**src/rtl/modport_pkg.sv**
```systemverilog
// Shared definitions for the DMA register block: register offsets, CTRL layout,
// error bit indices and engine state encoding.
package modport_pkg;

  localparam int unsigned ADDR_W   = 32;
  localparam int unsigned DATA_W   = 32;
  localparam int unsigned OFF_W    = 8;
  localparam int unsigned WCOUNT_W = 7;
  localparam int unsigned INTR_W   = 16;
  localparam int unsigned ERR_W    = 3;

  // Register byte offsets relative to BASE_ADDR
  localparam logic [OFF_W-1:0] OFF_INTR       = 8'h00;
  localparam logic [OFF_W-1:0] OFF_CTRL       = 8'h04;
  localparam logic [OFF_W-1:0] OFF_IO_ADDR    = 8'h08;
  localparam logic [OFF_W-1:0] OFF_MEM_ADDR   = 8'h0C;
  localparam logic [OFF_W-1:0] OFF_EXTRA_INFO = 8'h10;
  localparam logic [OFF_W-1:0] OFF_STATUS     = 8'h14;
  localparam logic [OFF_W-1:0] OFF_XFER_COUNT = 8'h18;
  localparam logic [OFF_W-1:0] OFF_DESC_ADDR  = 8'h1C;
  localparam logic [OFF_W-1:0] OFF_ERR_STATUS = 8'h20;
  localparam logic [OFF_W-1:0] OFF_CONFIG     = 8'h24;

  // CTRL field bit positions
  localparam int unsigned CTRL_START_BIT  = 0;
  localparam int unsigned CTRL_WCOUNT_LSB = 1;
  localparam int unsigned CTRL_WCOUNT_MSB = 7;
  localparam int unsigned CTRL_IOMEM_BIT  = 8;

  // ERROR_STATUS bit indices
  localparam int unsigned ERR_ZERO_COUNT = 0;
  localparam int unsigned ERR_UNMAPPED   = 1;
  localparam int unsigned ERR_CTRL_BUSY  = 2;

  localparam logic [DATA_W-1:0] UNMAPPED_RDATA = 32'hDEAD_BEEF;

  // CTRL register image; reserved bits always read 0
  typedef struct packed {
    logic [DATA_W-CTRL_IOMEM_BIT-2:0] rsvd;
    logic                             io_mem;
    logic [WCOUNT_W-1:0]              w_count;
    logic                             start_dma;
  } ctrl_reg_t;

  typedef enum logic [1:0] {
    IDLE = 2'd0,
    RUN  = 2'd1,
    DONE = 2'd2
  } eng_state_e;

endpackage

```
**src/rtl/modport_if.sv**
```systemverilog
// Single-cycle register bus between the register-model driver and the DMA block.
interface modport_if;
  import modport_pkg::*;

  logic              wr_en;
  logic              rd_en;
  logic [ADDR_W-1:0] addr;
  logic [DATA_W-1:0] wdata;
  logic [DATA_W-1:0] rdata;

  modport master (output wr_en, output rd_en, output addr, output wdata, input rdata);
  modport slave  (input wr_en, input rd_en, input addr, input wdata, output rdata);

endinterface

```
**src/rtl/modport_engine.sv**
```systemverilog
// DMA transfer engine: IDLE/RUN/DONE sequencer, countdown counter and
// running transfer-count accumulator. Busy lasts exactly len_i cycles.
module modport_engine
  import modport_pkg::*;
(
  input  logic                clk,
  input  logic                rst_n,
  input  logic                start_i,
  input  logic [WCOUNT_W-1:0] len_i,
  output logic                busy_o,
  output logic                done_o,
  output logic [DATA_W-1:0]   xfer_count_o,
  output logic                finish_c_o
);

  eng_state_e          state_q, state_d;
  logic [WCOUNT_W-1:0] cnt_q, cnt_d;
  logic [WCOUNT_W-1:0] len_q, len_d;
  logic                busy_q, busy_d;
  logic                done_q, done_d;
  logic [DATA_W-1:0]   tc_q, tc_d;
  logic                start_ok_c;
  logic                finish_c;

  assign start_ok_c = start_i && (len_i != '0);

  // State register
  always_ff @(posedge clk) begin
    if (rst_n) state_q <= IDLE;
    else       state_q <= state_d;
  end

  // Next-state logic; DONE may launch a new transfer directly
  always_comb begin
    state_d = state_q;
    case (state_q)
      IDLE:    if (start_ok_c) state_d = RUN;
      RUN:     if (cnt_q == WCOUNT_W'(1)) state_d = DONE;
      DONE:    state_d = start_ok_c ? RUN : IDLE;
      default: state_d = IDLE;
    endcase
  end

  // Output and datapath next values; completion is flagged on the RUN->DONE edge
  always_comb begin
    cnt_d    = cnt_q;
    len_d    = len_q;
    busy_d   = busy_q;
    done_d   = done_q;
    tc_d     = tc_q;
    finish_c = 1'b0;
    case (state_q)
      IDLE, DONE: begin
        if (start_ok_c) begin
          cnt_d  = len_i;
          len_d  = len_i;
          busy_d = 1'b1;
          done_d = 1'b0;
        end
      end
      RUN: begin
        cnt_d = cnt_q - WCOUNT_W'(1);
        if (cnt_q == WCOUNT_W'(1)) begin
          busy_d   = 1'b0;
          done_d   = 1'b1;
          tc_d     = tc_q + DATA_W'(len_q);
          finish_c = 1'b1;
        end
      end
      default: ;
    endcase
  end

  // Datapath registers
  always_ff @(posedge clk) begin
    if (rst_n) begin
      cnt_q  <= '0;
      len_q  <= '0;
      busy_q <= 1'b0;
      done_q <= 1'b0;
      tc_q   <= '0;
    end else begin
      cnt_q  <= cnt_d;
      len_q  <= len_d;
      busy_q <= busy_d;
      done_q <= done_d;
      tc_q   <= tc_d;
    end
  end

  assign busy_o       = busy_q;
  assign done_o       = done_q;
  assign xfer_count_o = tc_q;
  assign finish_c_o   = finish_c;

endmodule

```
**src/rtl/modport_dut.sv**
```systemverilog
// DMA controller register block: address decode, register file, W1C error
// status, registered read mux and the transfer engine.
// Optional: define MODPORT_UNMAPPED_ERR_EN to flag unmapped accesses in
// ERROR_STATUS[1] and return 32'hDEAD_BEEF on unmapped reads.
module modport_dut
  import modport_pkg::*;
#(
  parameter logic [ADDR_W-1:0] BASE_ADDR = 32'h0000_0400
) (
  input logic      clk,
  input logic      rst_n,
  modport_if.slave bus
);

  logic [INTR_W-1:0] intr_status_q, intr_status_d;
  logic [INTR_W-1:0] intr_mask_q,   intr_mask_d;
  ctrl_reg_t         ctrl_q,        ctrl_d;
  logic [DATA_W-1:0] io_addr_q,     io_addr_d;
  logic [DATA_W-1:0] mem_addr_q,    mem_addr_d;
  logic [DATA_W-1:0] extra_q,       extra_d;
  logic [DATA_W-1:0] desc_addr_q,   desc_addr_d;
  logic [DATA_W-1:0] config_q,      config_d;
  logic [ERR_W-1:0]  err_q,         err_d;
  logic [DATA_W-1:0] rdata_q,       rdata_d;

  logic [ADDR_W-1:0] off_c;
  logic [OFF_W-1:0]  word_off_c;
  logic              hit_c;
  logic [DATA_W-1:0] rd_val_c;
  logic              wr_hit_c;
  logic              ctrl_wr_c;
  logic              ctrl_accept_c;
  logic              start_c;
  logic              zero_err_c;
  logic              busy_err_c;

  logic              eng_busy;
  logic              eng_done;
  logic [DATA_W-1:0] eng_tc;
  logic              eng_finish_c;

  // Offset relative to the block base; the two byte-lane bits are masked off
  assign off_c      = bus.addr - BASE_ADDR;
  assign word_off_c = off_c[OFF_W-1:0] & 8'hFC;

  // Address decode and read mux
  always_comb begin
    hit_c    = 1'b1;
    rd_val_c = '0;
    if (off_c[ADDR_W-1:OFF_W] != '0) begin
      hit_c = 1'b0;
    end else begin
      case (word_off_c)
        OFF_INTR:       rd_val_c = {intr_mask_q, intr_status_q};
        OFF_CTRL:       rd_val_c = ctrl_q;
        OFF_IO_ADDR:    rd_val_c = io_addr_q;
        OFF_MEM_ADDR:   rd_val_c = mem_addr_q;
        OFF_EXTRA_INFO: rd_val_c = extra_q;
        OFF_STATUS:     rd_val_c = {(DATA_W-3)'(0), |err_q, eng_done, eng_busy};
        OFF_XFER_COUNT: rd_val_c = eng_tc;
        OFF_DESC_ADDR:  rd_val_c = desc_addr_q;
        OFF_ERR_STATUS: rd_val_c = {(DATA_W-ERR_W)'(0), err_q};
        OFF_CONFIG:     rd_val_c = config_q;
        default:        hit_c    = 1'b0;
      endcase
    end
  end

  // CTRL writes are rejected wholesale while a transfer is running
  assign wr_hit_c      = bus.wr_en && hit_c;
  assign ctrl_wr_c     = wr_hit_c && (word_off_c == OFF_CTRL);
  assign ctrl_accept_c = ctrl_wr_c && !eng_busy;
  assign busy_err_c    = ctrl_wr_c && eng_busy;
  assign start_c       = ctrl_accept_c && bus.wdata[CTRL_START_BIT] &&
                         (bus.wdata[CTRL_WCOUNT_MSB:CTRL_WCOUNT_LSB] != '0);
  assign zero_err_c    = ctrl_accept_c && bus.wdata[CTRL_START_BIT] &&
                         (bus.wdata[CTRL_WCOUNT_MSB:CTRL_WCOUNT_LSB] == '0);

  // Register next-state: bus writes first, then hardware events that take priority
  always_comb begin
    intr_status_d = intr_status_q;
    intr_mask_d   = intr_mask_q;
    ctrl_d        = ctrl_q;
    io_addr_d     = io_addr_q;
    mem_addr_d    = mem_addr_q;
    extra_d       = extra_q;
    desc_addr_d   = desc_addr_q;
    config_d      = config_q;
    err_d         = err_q;
    rdata_d       = rdata_q;

    if (wr_hit_c) begin
      case (word_off_c)
        OFF_INTR:       {intr_mask_d, intr_status_d} = bus.wdata;
        OFF_IO_ADDR:    io_addr_d   = bus.wdata;
        OFF_MEM_ADDR:   mem_addr_d  = bus.wdata;
        OFF_EXTRA_INFO: extra_d     = bus.wdata;
        OFF_DESC_ADDR:  desc_addr_d = bus.wdata;
        OFF_CONFIG:     config_d    = bus.wdata;
        OFF_ERR_STATUS: err_d       = err_q & ~bus.wdata[ERR_W-1:0];
        default: ;
      endcase
    end

    if (ctrl_accept_c) begin
      ctrl_d.start_dma = bus.wdata[CTRL_START_BIT];
      ctrl_d.w_count   = bus.wdata[CTRL_WCOUNT_MSB:CTRL_WCOUNT_LSB];
      ctrl_d.io_mem    = bus.wdata[CTRL_IOMEM_BIT];
      ctrl_d.rsvd      = '0;
    end else if (eng_finish_c) begin
      ctrl_d.start_dma = 1'b0;
    end

    if (eng_finish_c) intr_status_d[0] = 1'b1;
    if (zero_err_c)   err_d[ERR_ZERO_COUNT] = 1'b1;
    if (busy_err_c)   err_d[ERR_CTRL_BUSY]  = 1'b1;

`ifdef MODPORT_UNMAPPED_ERR_EN
    if ((bus.wr_en || bus.rd_en) && !hit_c) err_d[ERR_UNMAPPED] = 1'b1;
    if (bus.rd_en) rdata_d = hit_c ? rd_val_c : UNMAPPED_RDATA;
`else
    err_d[ERR_UNMAPPED] = 1'b0;
    if (bus.rd_en) rdata_d = rd_val_c;
`endif
  end

  // Register file and read-data register
  always_ff @(posedge clk) begin
    if (rst_n) begin
      intr_status_q <= '0;
      intr_mask_q   <= '0;
      ctrl_q        <= '0;
      io_addr_q     <= '0;
      mem_addr_q    <= '0;
      extra_q       <= '0;
      desc_addr_q   <= '0;
      config_q      <= '0;
      err_q         <= '0;
      rdata_q       <= '0;
    end else begin
      intr_status_q <= intr_status_d;
      intr_mask_q   <= intr_mask_d;
      ctrl_q        <= ctrl_d;
      io_addr_q     <= io_addr_d;
      mem_addr_q    <= mem_addr_d;
      extra_q       <= extra_d;
      desc_addr_q   <= desc_addr_d;
      config_q      <= config_d;
      err_q         <= err_d;
      rdata_q       <= rdata_d;
    end
  end

  assign bus.rdata = rdata_q;

  modport_engine u_engine (
    .clk          (clk),
    .rst_n        (rst_n),
    .start_i      (start_c),
    .len_i        (bus.wdata[CTRL_WCOUNT_MSB:CTRL_WCOUNT_LSB]),
    .busy_o       (eng_busy),
    .done_o       (eng_done),
    .xfer_count_o (eng_tc),
    .finish_c_o   (eng_finish_c)
  );

endmodule

```
**src/flat_wrapper.sv**
```systemverilog
// flat-port wrapper written by rule: the top's interface ports become plain ports
module modport_dut_flat import modport_pkg::*;
#(
  parameter logic [ADDR_W-1:0] BASE_ADDR = 32'h0000_0400
)
  (clk, rst_n, bus_wr_en, bus_rd_en, bus_addr, bus_wdata, bus_rdata);
  modport_if bus_i ();
  input logic clk;
  input logic rst_n;
  input wire logic [$bits(bus_i.wr_en)-1:0] bus_wr_en;
  input wire logic [$bits(bus_i.rd_en)-1:0] bus_rd_en;
  input wire logic [$bits(bus_i.addr)-1:0] bus_addr;
  input wire logic [$bits(bus_i.wdata)-1:0] bus_wdata;
  output wire logic [$bits(bus_i.rdata)-1:0] bus_rdata;
  assign bus_i.wr_en = bus_wr_en;
  assign bus_i.rd_en = bus_rd_en;
  assign bus_i.addr = bus_addr;
  assign bus_i.wdata = bus_wdata;
  assign bus_rdata = bus_i.rdata;
  modport_dut #(.BASE_ADDR(BASE_ADDR)) u_core (.clk(clk), .rst_n(rst_n), .bus(bus_i));
endmodule
```
**config.mk**
```make
export PLATFORM = sky130hd
export DESIGN_NAME = modport_dut_flat
export DESIGN_NICKNAME = d
export VERILOG_FILES = /design/src/rtl/modport_pkg.sv /design/src/rtl/modport_if.sv /design/src/rtl/modport_engine.sv /design/src/rtl/modport_dut.sv /design/src/flat_wrapper.sv
export SDC_FILE = /design/constraint.sdc
export NUM_CORES = 1
export LEC_CHECK = 0
export ABC_AREA = 1
export ABC_CLOCK_PERIOD_IN_PS = 6800
export CORE_MARGIN = 2
export CORE_UTILIZATION = 55
export CTS_CLUSTER_DIAMETER = 40
export DETAILED_ROUTE_END_ITERATION = 10
export PLACE_DENSITY = 0.8
export SETUP_SLACK_MARGIN = 0.3
export SKIP_CTS_REPAIR_TIMING = 1
export SLEW_MARGIN = 10
export SYNTH_ARGS = -nofsm -noshare
export SYNTH_HDL_FRONTEND = slang
export SYNTH_SLANG_ARGS = --single-unit
```
**constraint.sdc**
```tcl
create_clock -name clk -period 6.8 [get_ports clk]
set_input_delay 1.02 -clock clk [delete_from_list [all_inputs] [get_ports clk]]
set_output_delay 1.02 -clock clk [all_outputs]
set_load 0.01 [all_outputs]
```
# Word-level counts from Yosys, hierarchy flattened
# Index checks and enable logic that the tools add are counted.
[totals]
ff_bits = 286
input_bits = 68
out_inout_bits = 32
elab_cells = 107
[classes]
addsub = 3
eq_ne = 15
muxes = 27
bitwise = 2
reduce_logical = 39
[ops]
columns = ["operator", "n"]
rows = [
  ["32-bit one-hot mux with 10 select lines", 1],
  ["32-bit by 7-bit adder with 32-bit output", 1],
  ["32-bit 2-to-1 mux", 1],
  ["32-bit by 11-bit subtractor with 32-bit output (second input constant)", 1],
  ["2-bit AND reduction", 13],
  ["6-bit by 3-bit == test with 1-bit output (second input constant)", 4],
  ["24-bit nonzero test", 1],
  ["1-bit 2-to-1 mux", 16],
  ["2-bit nonzero test", 8],
  ["7-bit one-hot mux with 2 select lines", 1],
  ["6-bit by 2-bit == test with 1-bit output (second input constant)", 2],
  ["6-bit by 4-bit == test with 1-bit output (second input constant)", 2],
  ["10-bit OR reduction", 1],
  ["1-bit logical AND", 8],
  ["8-bit zero test", 1],
  ["7-bit by 1-bit == test with 1-bit output (second input constant)", 1],
  ["7-bit zero test", 1],
  ["7-bit 2-to-1 mux", 1],
  ["7-bit nonzero test", 1],
  ["7-bit by 1-bit subtractor with 7-bit output (second input constant)", 1],
  ["6-bit by 1-bit == test with 1-bit output (second input constant)", 1],
  ["3-bit 2-to-1 mux", 2],
  ["2-bit inequality test (second input constant)", 3],
  ["2-bit one-hot mux with 3 select lines", 1],
  ["other kinds (11)", 13],
]

# Logic depth before layout (Yosys ltp)
# Gate-level depths: netlist of the first run.
[logic_depth]
ltp_word = 13
depth_mapped = 18
depth_no_buf = 18

# Cells and area by module
# A second synthesis of the first run with hierarchy kept.
[unflattened]
hier_cells = 1982
area_unflattened_um2 = 13315.3
[modules_own_cells]
columns = ["mod", "instances", "cells_each", "area_each_um2", "seq_area_each_um2"]
rows = [
  ["modport_dut", 1, 1538, 10428.8, 4704.5],
  ["modport_engine", 1, 444, 2886.5, 1001.0],
]

# Worst setup path before layout of the first run
# Ideal clock, no wire load.
[synth_path]
path_type = "input-to-reg"
startpoint = "input bus_addr[12]"
endpoint = "register u_core.io_addr_q[16]"
setup_time_ns = 0.119
t_arrival_ns = 2.572
required_time_ns = 6.681
path_slack_ns = 4.109
cell_stages = 15
path_buffers = 1
cell_sequence = "nor2_2 -> nand2_2 -> nor2_1 -> nand3_1 -> nand2_1 -> nand2_1 -> nor2_1 -> nand2_1 -> nor2_4 -> nand2_2 -> inv_6 -> nand2_4 -> buf_4 -> o21ai_0 -> a21oi_1"
[synth_between]
elab_chain_len = 5
[synth_lines]
columns = ["element", "line_no", "text"]
rows = [
  ["start, declared", "flat_wrapper.sv:12", "input wire logic [$bits(bus_i.addr)-1:0] bus_addr;"],
  ["32-bit by 11-bit subtractor with 32-bit output", "modport_dut.sv:43", "assign off_c = bus.addr - BASE_ADDR;"],
  ["24-bit nonzero test", "modport_dut.sv:50", "if (off_c[ADDR_W-1:OFF_W] != '0) begin"],
  ["1-bit 2-to-1 mux", "modport_dut.sv:50", ""],
  ["1-bit logical AND", "modport_dut.sv:70", "assign wr_hit_c = bus.wr_en && hit_c;"],
  ["2-bit AND reduction (no line)", "n/a", ""],
  ["end signal, assigned", "modport_dut.sv:144", "io_addr_q <= io_addr_d;"],
  ["end, declared", "modport_dut.sv:18", "logic [DATA_W-1:0] io_addr_q, io_addr_d;"],
]
# No other way between the ends.
# A chain may end at the register's enable or synchronous reset.

# Worst setup path after layout of the first run
[layout_path]
startpoint = "input bus_addr[18]"
endpoint = "register u_core.intr_status_q[2]"
[layout_between]
elab_chain_len = 5
[layout_lines]
columns = ["element", "line_no", "text"]
rows = [
  ["32-bit by 11-bit subtractor with 32-bit output", "modport_dut.sv:43", ""],
  ["24-bit nonzero test", "modport_dut.sv:50", ""],
  ["1-bit 2-to-1 mux", "modport_dut.sv:50", ""],
  ["1-bit logical AND", "modport_dut.sv:70", ""],
  ["2-bit AND reduction (no line)", "n/a", ""],
  ["end signal, assigned", "modport_dut.sv:141", "intr_status_q <= intr_status_d;"],
  ["end, declared", "modport_dut.sv:15", "logic [INTR_W-1:0] intr_status_q, intr_status_d;"],
]
# No other way between the ends.

==> results of run 1 <==
==> worst paths after layout <==
path                                 start                               end  slack [ns]
setup / recovery              bus_addr[18]           u_core.intr_status_q[2]        2.74
hold / removal          u_core.extra_q[28]                u_core.extra_q[28]        0.44
setup reg to reg  u_core.u_engine.len_q[0]  u_core.u_engine.xfer_count_o[30]        3.89
hold reg to reg         u_core.extra_q[28]                u_core.extra_q[28]        0.44
==> per-layer routing <==
| layer | up-vias | wire, µm |
|---|---|---|
| met1 | 5699 | 15930 |
| met4 | 0 | 1017 |
| met2 | 451 | 16520 |
| met5 | - | 0 |
| li1 | 6043 | - |
| met3 | 81 | 2596 |
==> worst register-to-register path, stage by stage (launching register included) <==
cell	delay, ns
sky130_fd_sc_hd__dfxtp_1	0.36
sky130_fd_sc_hd__ha_1	0.20
sky130_fd_sc_hd__inv_1	0.06
sky130_fd_sc_hd__fa_1	0.41
sky130_fd_sc_hd__nand3b_1	0.17
sky130_fd_sc_hd__nand2_1	0.12
sky130_fd_sc_hd__a21boi_0	0.14
sky130_fd_sc_hd__o21bai_1	0.28
sky130_fd_sc_hd__nand2_1	0.16
sky130_fd_sc_hd__nor2_1	0.12
sky130_fd_sc_hd__nand2_1	0.13
sky130_fd_sc_hd__nor3_1	0.41
sky130_fd_sc_hd__nand3_1	0.13
sky130_fd_sc_hd__nand2_1	0.08
sky130_fd_sc_hd__nor2_1	0.05
==> kinds of logic (layout without fill, tap and decap cells) <==
kind of cell	Yosys count	in the layout	share of synthesized area [%]
buffers and inverters	401	475	12.72
AOI/OAI and AO/OA	654	654	27.85
xor gates and xnor gates	13	13	0.8764
adders and majority gates	10	10	1.021
and+or+nand+nor	399	399	13.61
DFF	285	285	43.92
==> area by class of cell <==
class,count,area [µm²]
fill,2014,8138
clock inverter,21,255.2
inverter,299,1130
sequential,285,5705
tap,319,399.1
timing repair buffer,108,1049
clock buffer,47,1023
multi-input combinational,1076,5633
==> synth_stat cells, types with 6 or more instances <==
cell type	count
sky130_fd_sc_hd__o21ai_0	177
sky130_fd_sc_hd__nor2_1	93
sky130_fd_sc_hd__inv_1	295
sky130_fd_sc_hd__dfxtp_1	285
sky130_fd_sc_hd__o311ai_0	25
sky130_fd_sc_hd__nor4_1	8
sky130_fd_sc_hd__buf_4	20
sky130_fd_sc_hd__o22ai_1	60
sky130_fd_sc_hd__ha_1	9
sky130_fd_sc_hd__a31oi_1	6
sky130_fd_sc_hd__xor2_1	6
sky130_fd_sc_hd__o21ai_1	65
sky130_fd_sc_hd__buf_6	7
sky130_fd_sc_hd__buf_2	12
sky130_fd_sc_hd__xnor2_1	7
sky130_fd_sc_hd__nand4_1	9
sky130_fd_sc_hd__nand2_1	195
sky130_fd_sc_hd__nor3_1	19
sky130_fd_sc_hd__nand2_4	6
sky130_fd_sc_hd__a21oi_1	275
sky130_fd_sc_hd__nand3_1	48
sky130_fd_sc_hd__clkbuf_1	63
sky130_fd_sc_hd__o221ai_1	30
==> flip-flops by register name, indices dropped and copies added (netlist names), 7 cells and up <==
signal and flops:
u_core.config_q 32, u_core.io_addr_q 32, u_core.u_engine.len_q 7, u_core.u_engine.xfer_count_o 32, u_core.u_engine.cnt_q 7, u_core.intr_status_q 16, u_core.mem_addr_q 32, u_core.desc_addr_q 32
u_core.ctrl_q 9, u_core.intr_mask_q 16, u_core.bus.rdata 32, u_core.extra_q 32
==> power groups by stage <==
stage	Clock, mW	Sequential, mW	Combinational (mW)
after floorplan	0	1.71	0.0766
after global placement	0	1.71	0.154
after detailed placement	0	1.71	0.156
after CTS	2.01	1.67	0.157
after global routing	2.08	1.67	0.176
final	2.00	1.67	0.160
==> layout by cell type, fill, tap and decap left out, types with 7 or more instances in the layout <==
| master | netlist | final |
|---|---|---|
| sky130_fd_sc_hd__o21ai_1 | 65 | 65 |
| sky130_fd_sc_hd__xnor2_1 | 7 | 7 |
| sky130_fd_sc_hd__clkbuf_16 | 0 | 37 |
| sky130_fd_sc_hd__ha_1 | 9 | 9 |
| sky130_fd_sc_hd__buf_4 | 20 | 11 |
| sky130_fd_sc_hd__nand4_1 | 9 | 9 |
| sky130_fd_sc_hd__dfxtp_1 | 285 | 285 |
| sky130_fd_sc_hd__nor3_1 | 19 | 19 |
| sky130_fd_sc_hd__o21ai_0 | 177 | 177 |
| sky130_fd_sc_hd__o221ai_1 | 30 | 30 |
| sky130_fd_sc_hd__inv_1 | 295 | 294 |
| sky130_fd_sc_hd__o22ai_1 | 60 | 60 |
| sky130_fd_sc_hd__nor2_1 | 93 | 93 |
| sky130_fd_sc_hd__clkdlybuf4s50_1 | 0 | 96 |
| sky130_fd_sc_hd__nor4_1 | 8 | 8 |
| sky130_fd_sc_hd__a21oi_1 | 275 | 275 |
| sky130_fd_sc_hd__nand3_1 | 48 | 48 |
| sky130_fd_sc_hd__nand2_1 | 195 | 195 |
| sky130_fd_sc_hd__o311ai_0 | 25 | 25 |
==> reports/qor.log, run 1 <==
[sta] maximum achievable frequency 0.2466 GHz
[place] Detailed Place HPWL 21.71 mm
[global_route] gr ovfl total 0
[global_route] GRT Resource Usage Total 28.59%
[layout] final layout net count 1,885
[layout] Area growth syn-to-layout 16.96%
[clocking] clock tree from TritonCTS built
[place] pre-CTS setup slack 2.357 ns
[route] wire length per cell after detailed routing 16.73 µm
[pwr] fraction of power consumed by the clock network 52.2%
[worst_setup_path] required time at the endpoint of the critical path 7.16 ns
[clocking] clock latency reported for the late side of the worst-skew pair 0.52 ns
[worst_setup_path] standard cell with the maximum stage delay on the critical path sky130_fd_sc_hd__nor2_4
[yosys] cell area after technology mapping 0.01299 mm²
[pwr] power per cell area 251.9 mW/mm²
[yosys] Yosys warning count 0
[route] total wire length after detailed routing 36.06 mm
[worst_setup_path] maximum fanout encountered on the critical timing path 64
[clocking] TritonCTS Sinks 285
[worst_setup_path] WS Path Type primary input to register
[sta] Hold Vio Cnt, Final 0
[pwr] Worst VDD drop 223.7 µV
[min_path] worst hold path stage count 2
[pwr] net switching power 0.8651 mW
[clocking] clock input transition at the sequential cells of the worst setup and hold paths 0.06 ns
[clocking] H-tree level count 2
[place] number of cells after detailed placement 2,087
[layout] Design Area, Final 0.01519 mm²
[yosys] top post-synthesis cells by area sky130_fd_sc_hd__dfxtp_1 (44%), sky130_fd_sc_hd__a21oi_1 (11%), sky130_fd_sc_hd__inv_1 (8.5%)
[yosys] number of enable flip-flop cells after synthesis 0
[layout] # diodes 0
[route] Vias 12,270
[floorplan] area enclosed by the die boundary 0.02487 mm²
[worst_setup_path] crit-path max cell delay 0.54 ns
[sta] Worst Hold Margin 0.4444 ns
[global_route] GRT met3 Usage 5.420%
[yosys] asr flop ratio synth 0%
[route] initial drt markers 1,195
[yosys] Yosys top cell by area sky130_fd_sc_hd__dfxtp_1
[yosys] commonest register cell after synthesis sky130_fd_sc_hd__dfxtp_1
[route] first drt pass iteration count 5
[worst_setup_path] Crit path buffers/inverters 2
[yosys] Yosys cell types 44
[layout] post-route core utilization 65.12%
[sta] final period demand of the worst path 4.055 ns
[worst_setup_path] most frequent cell on the critical path sky130_fd_sc_hd__nand2_1
[route] antenna-violating nets left 0
[pwr] share of power burned in registers 43.6%
[clocking] deepest clock path buffer count 3
[clocking] CTS root buf sky130_fd_sc_hd__clkbuf_16
[global_route] vias in the first global route 11,260
[pwr] cell internal power dissipation 2.963 mW
[pwr] Comb pwr share 4.2%
[global_route] antenna violations before repair 0
[floorplan] I/O pin total 100
[sta] Worst Tran Pin Value 0.9822 ns
[yosys] per-instance average area after synthesis 7.373 µm²
[sta] setup repair after global routing missed its margin false
[place] post-detailed-placement cell area 0.01392 mm²
[clocking] total CTS buffers 37
[worst_setup_path] Largest delay share family, worst path simple AND/OR/NAND/NOR gates
[route] drt via density 5.696
[layout] fraction of layout cells with a size suffix above 1 5.501%
[yosys] number of synthesized register bits 285
[worst_setup_path] Worst setup SP type primary input
[global_route] routing layer with the top usage in global route met2
[floorplan] effective utilization at floorplan 55.68%
[worst_setup_path] instance count on the critical path 15
[yosys] Post-Synthesis Cells 1,762
[run] maximum capacitance violations 0
[sta] max-slew violations 0
[global_route] wire length of the first global-routing pass 57.13 mm
[floorplan] placeable core area 0.02333 mm²
[floorplan] die outline height 157.7 µm
[sta] final count of negative-setup-slack endpoints 0
[place] placer congestion estimate 0.9018
[sta] smallest setup slack after layout 2.745 ns
[run_status] run status complete, no violations
[floorplan] Row Count 56
[sta] ratio of final minimum period to clock period 59.64%
[min_path] Worst Hold Class register to register
[yosys] share of synthesized area occupied by flip-flops and latches 43.92%
[global_route] global routing usage on met2 46.25%
[sta] clock tree skew after final layout 0.01478 ns
[pwr] Leak 5.283 nW
[yosys] share of the synthesized area in the top cell type 43.92%
[worst_setup_path] WP data arrival 4.42 ns
[sta] relative max-transition margin 34.52%
[worst_setup_path] Crit. End Element register
[global_route] pin count of the biggest net entering global routing 118
[route] DRC errors left 0
[global_route] GRT met1 Usage 38.00%
[worst_setup_path] worst path cell trace clkdlybuf4s50_1 -> nor2_1 -> nand2_1 -> nor2_1 -> nand2_1 -> nand2_1 -> nand3b_1 -> nor2_1 -> nand2_1 -> nor2_4 -> nand2_2 -> inv_6 -> nand2_4 -> o21ai_1 -> a21oi_1
[floorplan] Die Width 157.7 µm
[worst_setup_path] reg2reg path depth 14
[yosys] Net Count, Synth 1,840
[pwr] Final Power 3.828 mW
[place] input/output buffers 97
[pwr] net switching share of the total power 22.60%
[sta] Total Neg Setup Slack 0 ns
[layout] number of non-filler instances in the completed layout 2,155
Power figures use the tool's default switching activity.
==> run 2: changes to the inputs <==
Settings changed: ABC_CLOCK_PERIOD_IN_PS 6800 to 3600, CORE_UTILIZATION 55 to 53.
Clock period 6.8 ns to 3.6 ns, I/O delays scaled along.
==> run 2 against run 1 <==
- clock skew is 0.016 ns higher
- clock-buffer cell count is 4 lower
- sequential share of layout area is 0.096 points lower
- final cell count is 0.88% higher
- clock power is 73% higher
- utilization is 2.1 points lower
- setup slack worse by 2.2 ns
- critical path type unchanged
- largest cell class unchanged
==> reports/qor.log, run 2 (synthesis gave the netlist of run 1 again) <==
[worst_setup_path] start point of the critical path bus_addr[7] [was bus_addr[18]]
[run] maximum capacitance violations 0 [unchanged]
[worst_setup_path] Crit path buffers/inverters 2 [unchanged]
[sta] Total Neg Setup Slack 0 ns [unchanged]
[sta] final period demand of the worst path 3.027 ns
[sta] Worst Hold Margin 0.4447 ns [was 0.4444 ns]
[worst_setup_path] Crit. End Element register [unchanged]
[global_route] pin count of the biggest net entering global routing 106 [was 118]
[pwr] Leak 5.315 nW [was 5.283 nW]
[floorplan] effective utilization at floorplan 53.73% [was 55.68%]
[floorplan] I/O pin total 100 [unchanged]
[worst_setup_path] launching point of the worst reg2reg path u_core.u_engine.state_q[0] [was u_core.u_engine.len_q[0]]
[sta] Worst Tran Pin Value 0.9376 ns [was 0.9822 ns]
[worst_setup_path] worst path cell trace clkdlybuf4s50_1 -> nor2_1 -> nand2_1 -> nor2_1 -> nand2_1 -> inv_1 -> nand2_4 -> o21ai_0 -> a21oi_1 [was clkdlybuf4s50_1 -> nor2_1 -> nand2_1 -> nor2_1 -> nand2_1 -> nand2_1 -> nand3b_1 -> nor2_1 -> nand2_1 -> nor2_4 -> nand2_2 -> inv_6 -> nand2_4 -> o21ai_1 -> a21oi_1]
[clocking] clock latency reported for the late side of the worst-skew pair 0.54 ns [was 0.52 ns]
[place] input/output buffers 97 [unchanged]
[sta] final count of negative-setup-slack endpoints 0 [unchanged]
[layout] most frequent cells in the layout sky130_fd_sc_hd__inv_1 (294), sky130_fd_sc_hd__dfxtp_1 (285), sky130_fd_sc_hd__a21oi_1 (275) [unchanged]
[layout] # diodes 0 [unchanged]
[place] placer congestion estimate 0.9078 [was 0.9018]
[clocking] H-tree level count 2 [unchanged]
[floorplan] area enclosed by the die boundary 0.02578 mm² [was 0.02487 mm²]
[worst_setup_path] timing endpoint of the critical path u_core.extra_q[25] [was u_core.intr_status_q[2]]
[layout] fraction of layout cells with a size suffix above 1 6.162% [was 5.501%]
[sta] Hold Vio Cnt, Final 0 [unchanged]
[clocking] deepest clock path buffer count 3 [unchanged]
[clocking] TritonCTS Sinks 285 [unchanged]
[worst_setup_path] flop-to-flop setup slack 0.65 ns [was 3.89 ns]
[route] M1 WL 15.67 mm [was 15.93 mm]
[worst_setup_path] reg2reg path depth 11 [was 14]
[place] Detailed Place HPWL 22.95 mm [was 21.71 mm]
[route] first drt pass iteration count 5 [unchanged]
[route] Vias 12,380 [was 12,270]
[route] drt via density 5.693 [was 5.696]
[place] number of cells after detailed placement 2,111 [was 2,087]
[layout] most common cell after layout, fill and taps aside sky130_fd_sc_hd__inv_1 [unchanged]
[floorplan] die outline height 160.6 µm [was 157.7 µm]
[global_route] gr ovfl total 0 [unchanged]
[route] wire length per cell after detailed routing 16.62 µm [was 16.73 µm]
[sta] smallest setup slack after layout 0.5727 ns [was 2.745 ns]
[clocking] clock tree from TritonCTS built [unchanged]
[route] initial drt markers 1,178 [was 1,195]
[sta] setup repair after global routing missed its margin false [unchanged]
[global_route] wire length of the first global-routing pass 58.18 mm [was 57.13 mm]
[pwr] Final Power 6.924 mW [was 3.828 mW]
[global_route] vias in the first global route 11,560 [was 11,260]
[run_status] run status complete, no violations [unchanged]
[worst_setup_path] instance count on the critical path 9 [was 15]
[pwr] power per cell area 454.5 mW/mm² [was 251.9 mW/mm²]
[worst_setup_path] maximum fanout encountered on the critical timing path 64 [unchanged]
[route] total wire length after detailed routing 36.14 mm [was 36.06 mm]
[layout] final layout net count 1,902 [was 1,885]
[worst_setup_path] WP data arrival 3.41 ns [was 4.42 ns]
[worst_setup_path] r2r endpoint u_core.u_engine.xfer_count_o[20] [was u_core.u_engine.xfer_count_o[30]]
[route] DR top layer met4 [unchanged]
[clocking] CTS root buf sky130_fd_sc_hd__clkbuf_16 [unchanged]
[worst_setup_path] Worst setup SP type primary input [unchanged]
[sta] clock tree skew after final layout 0.03034 ns [was 0.01478 ns]
[route] routed length on met3 2.431 mm [was 2.596 mm]
[global_route] GRT Resource Usage Total 27.52% [was 28.59%]
[sta] maximum achievable frequency 0.3303 GHz
[floorplan] placeable core area 0.02418 mm² [was 0.02333 mm²]
[clocking] clock input transition at the sequential cells of the worst setup and hold paths 0.06 ns [about the same]
[layout] Area growth syn-to-layout 17.26% [was 16.96%]
[route] antenna-violating nets left 0 [unchanged]
[floorplan] Die Width 160.6 µm [was 157.7 µm]
[global_route] antenna violations before repair 0 [unchanged]
[sta] max-slew violations 0 [unchanged]
[worst_setup_path] crit-path max cell delay 0.57 ns [was 0.54 ns]
[sta] ratio of final minimum period to clock period 84.09%
[worst_setup_path] standard cell with the maximum stage delay on the critical path sky130_fd_sc_hd__nand2_4 [was sky130_fd_sc_hd__nor2_4]
[route] DRC errors left 0 [unchanged]
[pwr] Worst VDD drop 325.7 µV [was 223.7 µV]
[min_path] Worst Hold Class register to register [unchanged]
[worst_setup_path] WS Path Type primary input to register [unchanged]
[worst_setup_path] required time at the endpoint of the critical path 3.98 ns [was 7.16 ns]
[route] routed wire length on met2 17.05 mm [was 16.52 mm]
[sta] relative max-transition margin 37.49% [was 34.52%]
[layout] number of non-filler instances in the completed layout 2,174 [was 2,155]
[worst_setup_path] Largest delay share family, worst path simple AND/OR/NAND/NOR gates [unchanged]
[floorplan] Row Count 57 [was 56]
[clocking] total CTS buffers 35 [was 37]
[place] pre-CTS setup slack 0.2055 ns [was 2.357 ns]
[run 2: cell count changes in the layout (fill, tap and decap cells not counted), sizes merged]
cell,delta
buf,+19
clkbuf,-4
clkinvlp,-1
clkinv,+2
bufinv,-2
[run 2: through the flow]
step / area, µm² / utilization (%)
floorplan: 12990 / -
global placement: 14080 / 58.23
detailed placement: 14080 / 58.23
CTS: 15230 / 63.01
global route: 15230 / 63.01
finish: 15230 / 63.01
[run 2: worst register-to-register path, cell delays in order, from the launching register on]
cell and delay [ns]:
sky130_fd_sc_hd__dfxtp_1 0.33, sky130_fd_sc_hd__inv_1 0.04, sky130_fd_sc_hd__nor2_1 0.40, sky130_fd_sc_hd__inv_1 0.37
sky130_fd_sc_hd__nor2_4 0.49, sky130_fd_sc_hd__inv_2 0.24, sky130_fd_sc_hd__nor3_1 0.32, sky130_fd_sc_hd__nand2_1 0.10
sky130_fd_sc_hd__nor2_1 0.20, sky130_fd_sc_hd__nand2_1 0.10, sky130_fd_sc_hd__nor3_1 0.15, sky130_fd_sc_hd__nor3_1 0.06
[run 2: metal layers]
layer | vias up | global-route usage, %
met5 | - | 0
met4 | 0 | 9.910
met3 | 84 | 3.771
met2 | 455 | 46.32
met1 | 5765 | 36.28
li1 | 6073 | -
[run 2: cell type report]
cell class | instances | area (µm²)
fill | 2088 | 8944
sequential | 285 | 5705
multi-input combinational | 1076 | 5633
timing repair buffer | 127 | 1204
inverter | 299 | 1130
clock buffer | 43 | 935.9
tap | 324 | 405.4
clock inverter | 20 | 220.2
[run 2: worst min path at each step]
| stage | startpoint | cells past startpoint | end | slack [ns] |
|---|---|---|---|---|
| floorplan | u_core.extra_q[0] | 2 | u_core.extra_q[0] | 0.42 |
| global placement | u_core.config_q[15] | 2 | u_core.config_q[15] | 0.43 |
| detailed placement | u_core.extra_q[7] | 2 | u_core.extra_q[7] | 0.43 |
| CTS | u_core.extra_q[7] | 2 | u_core.extra_q[7] | 0.44 |
| global route | u_core.extra_q[0] | 2 | u_core.extra_q[0] | 0.46 |
| finish | u_core.extra_q[24] | 2 | u_core.extra_q[24] | 0.44 |
[run 2: report_power, final]
| group | leakage [nW] | internal, mW | total (mW) | switching (mW) |
|---|---|---|---|---|
| registers | 2.29 | 3.15 | 3.15 | 0.000000000187 |
| clock network | 0.559 | 2.04 | 3.46 | 1.43 |
| logic | 2.46 | 0.113 | 0.305 | 0.191 |
